$ cat config.mk
export PLATFORM = sky130hd
export DESIGN_NAME = mem_wb_stage_flat
export DESIGN_NICKNAME = d
export VERILOG_FILES = /design/src/rtl/mem_wb_stage_if.sv /design/src/rtl/mem_wb_stage.sv /design/src/flat_wrapper.sv
export SDC_FILE = /design/constraint.sdc
export NUM_CORES = 1
export LEC_CHECK = 0
export BUFFER_PORTS_ARGS = -buffer_cell sky130_fd_sc_hd__buf_4
export CAP_MARGIN = 25
export CELL_PAD_IN_SITES_DETAIL_PLACEMENT = 1
export CELL_PAD_IN_SITES_GLOBAL_PLACEMENT = 2
export CORE_MARGIN = 10
export CORE_UTILIZATION = 32
export CTS_BUF_LIST = sky130_fd_sc_hd__clkbuf_8
export CTS_CLUSTER_SIZE = 8
export DETAILED_ROUTE_END_ITERATION = 12
export GPL_TIMING_DRIVEN = 0
export PLACE_DENSITY = 0.83
export SYNTH_ARGS = -nofsm -noshare
export SYNTH_HDL_FRONTEND = slang
export SYNTH_SLANG_ARGS = --single-unit
$ cat constraint.sdc
create_clock -name clk -period 2 [get_ports clk]
set_input_delay 0.4 -clock clk [delete_from_list [all_inputs] [get_ports clk]]
set_output_delay 0.4 -clock clk [all_outputs]
set_load 0.03 [all_outputs]
$ cat src/rtl/mem_wb_stage_if.sv
// ---------------------------------------------------------------------------
// mem_wb_stage_if
//
// Purpose:
//   Bundles the execute-side capture inputs, the data memory read return, the
//   global stall and the register-file writeback / hazard outputs of the
//   mem_wb_stage block into one interface.
//
// Signals:
//   in_valid, in_reg_write, in_mem_to_reg, in_rd, aluout_in
//                  instruction leaving execute (driven by the master)
//   memtoreg_in    registered data memory read data (driven by the master)
//   stall_in       global hold from hazard/control (driven by the master)
//   wb_en, wb_rd, wb_data
//                  register-file write port (driven by the slave)
//   load_pending, load_rd
//                  load occupancy of the capture slot (driven by the slave)
//   wb_count       retired writeback counter (driven by the slave)
//
// Modports:
//   master - the pipeline/control side that feeds the stage
//   slave  - the mem_wb_stage block itself
// ---------------------------------------------------------------------------
interface mem_wb_stage_if #(
  parameter int DATA_W = 8,
  parameter int RD_W   = 3,
  parameter int CNT_W  = 16
) ();

  logic              in_valid;
  logic              in_reg_write;
  logic              in_mem_to_reg;
  logic [RD_W-1:0]   in_rd;
  logic [DATA_W-1:0] aluout_in;
  logic [DATA_W-1:0] memtoreg_in;
  logic              stall_in;

  logic              wb_en;
  logic [RD_W-1:0]   wb_rd;
  logic [DATA_W-1:0] wb_data;
  logic              load_pending;
  logic [RD_W-1:0]   load_rd;
  logic [CNT_W-1:0]  wb_count;

  modport master (
    output in_valid,
    output in_reg_write,
    output in_mem_to_reg,
    output in_rd,
    output aluout_in,
    output memtoreg_in,
    output stall_in,
    input  wb_en,
    input  wb_rd,
    input  wb_data,
    input  load_pending,
    input  load_rd,
    input  wb_count
  );

  modport slave (
    input  in_valid,
    input  in_reg_write,
    input  in_mem_to_reg,
    input  in_rd,
    input  aluout_in,
    input  memtoreg_in,
    input  stall_in,
    output wb_en,
    output wb_rd,
    output wb_data,
    output load_pending,
    output load_rd,
    output wb_count
  );

endinterface

$ cat src/rtl/mem_wb_stage.sv
// ---------------------------------------------------------------------------
// mem_wb_stage
//
// Purpose:
//   Writeback stage sitting directly behind the 256x8 data memory. Each
//   instruction leaving execute is captured into slot s1 together with its
//   ALU result. Because the memory returns read data one cycle after the
//   load is accepted, the stage picks that data up while the load sits in s1
//   and then issues a single-cycle register-file write.
//
// Ports:
//   clk        rising-edge clock
//   rst        synchronous, active-high reset
//   bus        mem_wb_stage_if slave modport:
//                in_valid/in_reg_write/in_mem_to_reg/in_rd/aluout_in
//                  - instruction presented by execute
//                memtoreg_in  - memory read data, valid cycle after accept
//                stall_in     - global hold; s1 and the write port freeze
//                wb_en/wb_rd/wb_data - register-file write port
//                load_pending/load_rd - load occupying s1 (decode hazards)
//                wb_count     - number of write strobes since reset
// ---------------------------------------------------------------------------
module mem_wb_stage #(
  parameter int DATA_W = 8,
  parameter int RD_W   = 3,
  parameter int CNT_W  = 16
) (
  input  logic         clk,
  input  logic         rst,
  mem_wb_stage_if.slave bus
);

  // Capture slot s1
  logic              s1_valid_q,      s1_valid_d;
  logic              s1_reg_write_q,  s1_reg_write_d;
  logic              s1_mem_to_reg_q, s1_mem_to_reg_d;
  logic [RD_W-1:0]   s1_rd_q,         s1_rd_d;
  logic [DATA_W-1:0] s1_alu_q,        s1_alu_d;

  // Load data buffer used while a load is held in s1
  logic              ld_cap_q,        ld_cap_d;
  logic [DATA_W-1:0] ld_buf_q,        ld_buf_d;

  // Writeback register and counter
  logic              wb_en_q,         wb_en_d;
  logic [RD_W-1:0]   wb_rd_q,         wb_rd_d;
  logic [DATA_W-1:0] wb_data_q,       wb_data_d;
  logic [CNT_W-1:0]  wb_count_q,      wb_count_d;

  logic              s1_is_load;
  logic [DATA_W-1:0] load_src;

  // The memory read data is only guaranteed during the single cycle after
  // the load was accepted. Once the load has been held across a stalled edge
  // the buffered copy is the authoritative value, since the memory may have
  // been driven by a later access in the meantime.
  assign s1_is_load = s1_valid_q & s1_mem_to_reg_q;
  assign load_src   = ld_cap_q ? ld_buf_q : bus.memtoreg_in;

  // s1 next state: load fresh inputs when the pipeline advances, otherwise
  // freeze. A bubble (in_valid=0) simply clears s1_valid.
  always_comb begin
    s1_valid_d      = s1_valid_q;
    s1_reg_write_d  = s1_reg_write_q;
    s1_mem_to_reg_d = s1_mem_to_reg_q;
    s1_rd_d         = s1_rd_q;
    s1_alu_d        = s1_alu_q;
    if (!bus.stall_in) begin
      s1_valid_d      = bus.in_valid;
      s1_reg_write_d  = bus.in_reg_write;
      s1_mem_to_reg_d = bus.in_mem_to_reg;
      s1_rd_d         = bus.in_rd;
      s1_alu_d        = bus.aluout_in;
    end
  end

  // Load buffer: grab the memory data at the first stalled edge that a load
  // spends in s1, and drop the capture flag as soon as s1 advances.
  always_comb begin
    ld_cap_d = ld_cap_q;
    ld_buf_d = ld_buf_q;
    if (!bus.stall_in) begin
      ld_cap_d = 1'b0;
    end else if (s1_is_load && !ld_cap_q) begin
      ld_cap_d = 1'b1;
      ld_buf_d = bus.memtoreg_in;
    end
  end

  // Writeback register: a stalled edge kills the strobe but keeps address
  // and data so the instruction still in s1 is not written twice.
  always_comb begin
    wb_en_d   = 1'b0;
    wb_rd_d   = wb_rd_q;
    wb_data_d = wb_data_q;
    if (!bus.stall_in) begin
      wb_en_d   = s1_valid_q & s1_reg_write_q;
      wb_rd_d   = s1_rd_q;
      wb_data_d = s1_mem_to_reg_q ? load_src : s1_alu_q;
    end
  end

  // Counter of cycles with an active write strobe; wraps naturally.
  always_comb begin
    wb_count_d = wb_count_q + CNT_W'(wb_en_q);
  end

  // State registers with synchronous reset; reset discards anything in
  // flight so no write is ever issued for it.
  always_ff @(posedge clk) begin
    if (rst) begin
      s1_valid_q      <= 1'b0;
      s1_reg_write_q  <= 1'b0;
      s1_mem_to_reg_q <= 1'b0;
      s1_rd_q         <= '0;
      s1_alu_q        <= '0;
      ld_cap_q        <= 1'b0;
      ld_buf_q        <= '0;
      wb_en_q         <= 1'b0;
      wb_rd_q         <= '0;
      wb_data_q       <= '0;
      wb_count_q      <= '0;
    end else begin
      s1_valid_q      <= s1_valid_d;
      s1_reg_write_q  <= s1_reg_write_d;
      s1_mem_to_reg_q <= s1_mem_to_reg_d;
      s1_rd_q         <= s1_rd_d;
      s1_alu_q        <= s1_alu_d;
      ld_cap_q        <= ld_cap_d;
      ld_buf_q        <= ld_buf_d;
      wb_en_q         <= wb_en_d;
      wb_rd_q         <= wb_rd_d;
      wb_data_q       <= wb_data_d;
      wb_count_q      <= wb_count_d;
    end
  end

  assign bus.wb_en        = wb_en_q;
  assign bus.wb_rd        = wb_rd_q;
  assign bus.wb_data      = wb_data_q;
  assign bus.wb_count     = wb_count_q;
  assign bus.load_pending = s1_is_load & s1_reg_write_q;
  assign bus.load_rd      = s1_rd_q;

endmodule

$ cat src/flat_wrapper.sv
// flat-port wrapper written by rule: the top's interface ports become plain ports
module mem_wb_stage_flat 
#(
  parameter int DATA_W = 8,
  parameter int RD_W   = 3,
  parameter int CNT_W  = 16
)
  (clk, rst, bus_in_valid, bus_in_reg_write, bus_in_mem_to_reg, bus_in_rd, bus_aluout_in, bus_memtoreg_in, bus_stall_in, bus_wb_en, bus_wb_rd, bus_wb_data, bus_load_pending, bus_load_rd, bus_wb_count);
  mem_wb_stage_if #(.DATA_W(DATA_W), .RD_W(RD_W), .CNT_W(CNT_W)) bus_i ();
  input  logic clk;
  input  logic rst;
  input wire logic [$bits(bus_i.in_valid)-1:0] bus_in_valid;
  input wire logic [$bits(bus_i.in_reg_write)-1:0] bus_in_reg_write;
  input wire logic [$bits(bus_i.in_mem_to_reg)-1:0] bus_in_mem_to_reg;
  input wire logic [$bits(bus_i.in_rd)-1:0] bus_in_rd;
  input wire logic [$bits(bus_i.aluout_in)-1:0] bus_aluout_in;
  input wire logic [$bits(bus_i.memtoreg_in)-1:0] bus_memtoreg_in;
  input wire logic [$bits(bus_i.stall_in)-1:0] bus_stall_in;
  output wire logic [$bits(bus_i.wb_en)-1:0] bus_wb_en;
  output wire logic [$bits(bus_i.wb_rd)-1:0] bus_wb_rd;
  output wire logic [$bits(bus_i.wb_data)-1:0] bus_wb_data;
  output wire logic [$bits(bus_i.load_pending)-1:0] bus_load_pending;
  output wire logic [$bits(bus_i.load_rd)-1:0] bus_load_rd;
  output wire logic [$bits(bus_i.wb_count)-1:0] bus_wb_count;
  assign bus_i.in_valid = bus_in_valid;
  assign bus_i.in_reg_write = bus_in_reg_write;
  assign bus_i.in_mem_to_reg = bus_in_mem_to_reg;
  assign bus_i.in_rd = bus_in_rd;
  assign bus_i.aluout_in = bus_aluout_in;
  assign bus_i.memtoreg_in = bus_memtoreg_in;
  assign bus_i.stall_in = bus_stall_in;
  assign bus_wb_en = bus_i.wb_en;
  assign bus_wb_rd = bus_i.wb_rd;
  assign bus_wb_data = bus_i.wb_data;
  assign bus_load_pending = bus_i.load_pending;
  assign bus_load_rd = bus_i.load_rd;
  assign bus_wb_count = bus_i.wb_count;
  mem_wb_stage #(.DATA_W(DATA_W), .RD_W(RD_W), .CNT_W(CNT_W)) u_core (.clk(clk), .rst(rst), .bus(bus_i));
endmodule
# After elaboration in Yosys (flattened, before gate mapping)
# Cells that the tools add are included.
# op_classes
n_bitwise,4
n_div,0
mux,2
n_addsub,1
n_shift,0
n_eq_ne,0
reduce_logical,5
multipliers,0
order_cmp,0
# ops
op,count
$add A16 B1 Y16,1
$mux W8,2
$reduce_or A2 Y1,2
$and A1 B1 Y1,3
$reduce_and A2 Y1,1
$logic_and A1 B1 Y1,1
$logic_not A1 Y1,1
$not A1 Y1,1
# word_totals
elab_cells,23
memories,0
rom_bits,0
latchBits,0
ramBits,0
output_inout_bits,32
regBits,51

# Depth between registers and ports, before layout
# depth
depth_word,3
mapped_depth,5
mapped_depth_nobuf,5

# Worst setup path after synthesis
# Ideal clock, no wire load.
# synth_path
path_kind,reg2reg
startpoint,register u_core.wb_en_q (netlist: u_core.bus.wb_en)
endpoint,register u_core.wb_count_q[12] (netlist: u_core.bus.wb_count[12])
path_slack_ns,0.153
n_path_buf,0
stages_incl_launch_ff,6
t_required_ns,1.930
setup_ns,0.070
arrival_time_ns,1.777
path_cell_list,dfxtp_1 -> ha_1 -> ha_1 -> nand4_4 -> or4_1 -> a21oi_1
# synth_between
elab_chain_cells,1
# synth_rtl
element,line,text
from (decl),mem_wb_stage.sv:45,"logic wb_en_q, wb_en_d;"
from (signal assigned),mem_wb_stage.sv:131,wb_en_q <= wb_en_d;
$add A16 B1 Y16,mem_wb_stage.sv:105,wb_count_d = wb_count_q + CNT_W'(wb_en_q);
to (signal assigned),mem_wb_stage.sv:134,wb_count_q <= wb_count_d;
to (decl),mem_wb_stage.sv:48,"logic [CNT_W-1:0] wb_count_q, wb_count_d;"
# Every way passes these cells.
# A chain may end at the register's enable or synchronous reset.

# Worst setup path in the final report
# Ends and elaborated chain as after synthesis.

==> metrics.md <==
| Metric | Value |
|---|---|
| Vias | `1,855` |
| Power per Cell Area | `681 nW/um^2` |
| Initial antenna violation count | `0` |
| Total CTS buffers | `5` |
| Unique masters post-synth | `30` |
| Final std cells w/o fill | `371` |
| Worst Path Max Fanout | `9` |
| Root cell of the clock tree | `clkbuf_8` |
| CTS Sinks | `51` |
| CP max-delay cell | `or4_1` |
| Die area | `10,400 sq um` |
| WP data required | `2.23 ns` |
| Total chip power | `0.00187 W` |
| Proportion of synthesized chip area in sequential cells | `47.5%` |
| Critical path class | `flop to flop` |
| Share of layout cells above drive strength 1 | `24.5%` |
| Post-DR wirelength/cell | `15.5 microns` |
| Max Fclk | `547 MHz` |
| Post-CTS Setup Inserts | `0` |
| Clk_lat worst skew | `0.30 ns` |
| Syn avg cell area | `9.22 sq um` |
| Hold slack | `0.328 ns` |
| Most frequent cells in the layout | `buf_4, dfxtp_1, nor2_1, nand2_1, mux2i_1` |
| Die height | `102 microns` |
| Post-route DRC | `0` |
| H-tree Lvls | `2` |
| Largest net degree at the start of global routing | `15` |
| CP arrival | `2.06 ns` |
| First-pass GRT wire length | `9520 microns` |
| PortBufs | `54` |
| 1st-pass router iterations | `4` |
| Final slew viol count | `0` |
| Fill cells | `772` |
| Initial Utilization | `33.5%` |
| Flop-to-flop setup slack | `0.17 ns` |
| Placed cells | `364` |
| DIE WIDTH | `102 microns` |
| Via density | `5.00` |
| Mapped Nets | `261` |
| Worst Tran Pin Value | `0.494 ns` |
| CP max stage delay | `0.50 ns` |
| Iter 0 DRT Violations | `24` |
| Post-route ant nets | `0` |
| Most common cell on crit path | `ha_1` |
| RSZ-0062 raised after global routing | `no` |
| # IOs | `57` |
| Fin crit share | `91.4%` |
| Vias in the first global route | `2,015` |
| Core area | `6420 sq um` |
| CTS clk-pin slew, worst paths | `0.09 ns` |
| Total GRT Usage | `11.3%` |
| Final net count | `322` |
| GPL Wtd Cong | `0.726` |
| Final core utilization | `42.6%` |
| Row cnt | `29` |
| Total congestion overflow | `0` |
| Endpoints failing setup | `0` |
| Max VDD drop | `0.276 mV` |
| Post-DP HPWL | `4410 microns` |
| Final setup TNS | `0 ns` |
| Clk buf depth | `2` |
| Max Cap Violations | `0` |
| Max-slew headroom | `67.0%` |
| Area Growth Syn to Fin | `27.5%` |
| Flops & latches, synth | `51` |
| Yosys warning total | `0` |
| Most common cell after layout, fill and taps aside | `buf_4` |
| Mapped Area | `2150 sq um` |
| Leakage | `1.15 nW` |
| Crit. End Element | `flop` |
| Clock skew | `0.00646 ns` |
| CTS tree | `yes` |
| CP bufs+invs | `0` |
| Family with the most delay on the worst path | `simple AND/OR/NAND/NOR gates` |
| Final antenna diode count | `0` |
| WL final | `5750 microns` |
| Final hold violation count | `0` |
| Count of mapped cells out of synthesis | `233` |
| Crit-path cells | `ha_1 > ha_1 > nand4_4 > or4_1 > a21oi_1` |
| Status | `finished clean` |
| Crit path launch type | `flop` |
| Hold WC Path Type | `input pin to flop` |
| Minimum clock period | `1.83 ns` |
-- registers in the layout, indices dropped and copies added, names as in the netlist --
signal                  count
u_core.ld_buf_q             8
u_core.s1_alu_q             8
u_core.s1_reg_write_q       1
u_core.ld_cap_q             1
u_core.bus.wb_data          8
u_core.bus.wb_en            1
u_core.s1_valid_q           1
u_core.bus.load_rd          3
u_core.s1_mem_to_reg_q      1
u_core.bus.wb_count        16
u_core.bus.wb_rd            3
-- per-layer routing --
layer  track usage (%)  part of all wire, %  vias up
met2              19.2                   47       42
met1              13.3                   44      881
met3              4.79                  7.6        4
li1                  -                    -      928
met4              1.95                 0.66        0
met5                 0                    0        -
-- cell type report --
type / instances / area, sq um / area share (%)
buffer: 14 / 60.1 / 2.19
clock buffer: 6 / 82.6 / 3.02
clock inverter: 1 / 5.00 / 0.183
inverter: 5 / 18.8 / 0.685
multi-input combinational: 163 / 1050 / 38.3
sequential: 51 / 1020 / 37.3
tap: 77 / 96.3 / 3.52
timing repair buffer: 54 / 405 / 14.8
-- synthesized netlist by cell type --
cell type | number | area, sq um
nor3b_1 | 1 | 7.51
nor4bb_1 | 1 | 10.0
and3_1 | 1 | 6.26
o31ai_1 | 4 | 30.0
xnor2_1 | 1 | 8.76
and4b_1 | 1 | 10.0
nor2_1 | 33 | 124
nand4_1 | 1 | 6.26
ha_1 | 3 | 37.5
buf_2 | 5 | 25.0
nor4_1 | 4 | 25.0
xor2_1 | 2 | 17.5
inv_1 | 5 | 18.8
mux2_1 | 2 | 22.5
or4_1 | 4 | 30.0
nand2_1 | 26 | 97.6
dfxtp_1 | 51 | 1020
nand3_1 | 5 | 25.0
or3_1 | 3 | 18.8
buf_1 | 2 | 7.51
a21oi_1 | 24 | 120
mux2i_1 | 25 | 250
nor2b_1 | 5 | 31.3
nand4_4 | 2 | 42.5
a211o_1 | 8 | 70.1
mux2_2 | 2 | 22.5
nand4b_1 | 1 | 8.76
nand4_2 | 1 | 12.5
clkbuf_1 | 7 | 26.3
o21ai_0 | 3 | 15.0
-- what timing repair did --
item,4_1_cts,5_1_grt
hold buffers,0,0
setup endpoints to repair,0,1
resized for setup,0,2
-- logic make-up after synthesis --
group	count (synthesis)	share of synthesized area [%]
AOI/OAI and AO/OA	39	10.9
xor gates and xnor gates	3	1.22
adders and majority gates	3	1.75
buffers and inverters	19	3.61
DFF	51	47.5
muxes	29	13.7
and+or+nand+nor	89	21.2
-- report_power, final --
part | internal, W | total [W] | switching (W) | leakage, nW
Combinational | 0.0000912 | 0.000205 | 0.000114 | 0.693
Clock | 0.000272 | 0.000598 | 0.000326 | 0.0470
Sequential | 0.00104 | 0.00106 | 0.0000178 | 0.415
-- through the flow --
step / instance area (sq um) / setup slack, ns
after floorplan: 2150 / 0.153
after global placement: 2650 / 0.214
after detailed placement: 2650 / 0.184
after CTS: 2740 / 0.111
after global routing: 2740 / 0.0608
final: 2740 / 0.173
-- worst register-to-register path: stages, from the launching register on --
cell	delay, ns
dfxtp_1	0.38
ha_1	0.25
ha_1	0.28
nand4_4	0.18
or4_1	0.50
a21oi_1	0.16
-- worst paths after layout --
kind / startpoint / depth (start not counted) / to
hold reg to reg: u_core.bus.wb_data[4]$_SDFFE_PP0N_ / 2 / u_core.bus.wb_data[4]$_SDFFE_PP0N_
setup reg to reg: u_core.bus.wb_en$_SDFF_PP0_ / 5 / u_core.bus.wb_count[12]$_SDFF_PP0_
setup / recovery: u_core.bus.wb_en$_SDFF_PP0_ / 5 / u_core.bus.wb_count[12]$_SDFF_PP0_
hold / removal: bus_aluout_in[2] / 3 / u_core.s1_alu_q[2]$_SDFFE_PP0N_
Power figures use the tool's default switching activity.
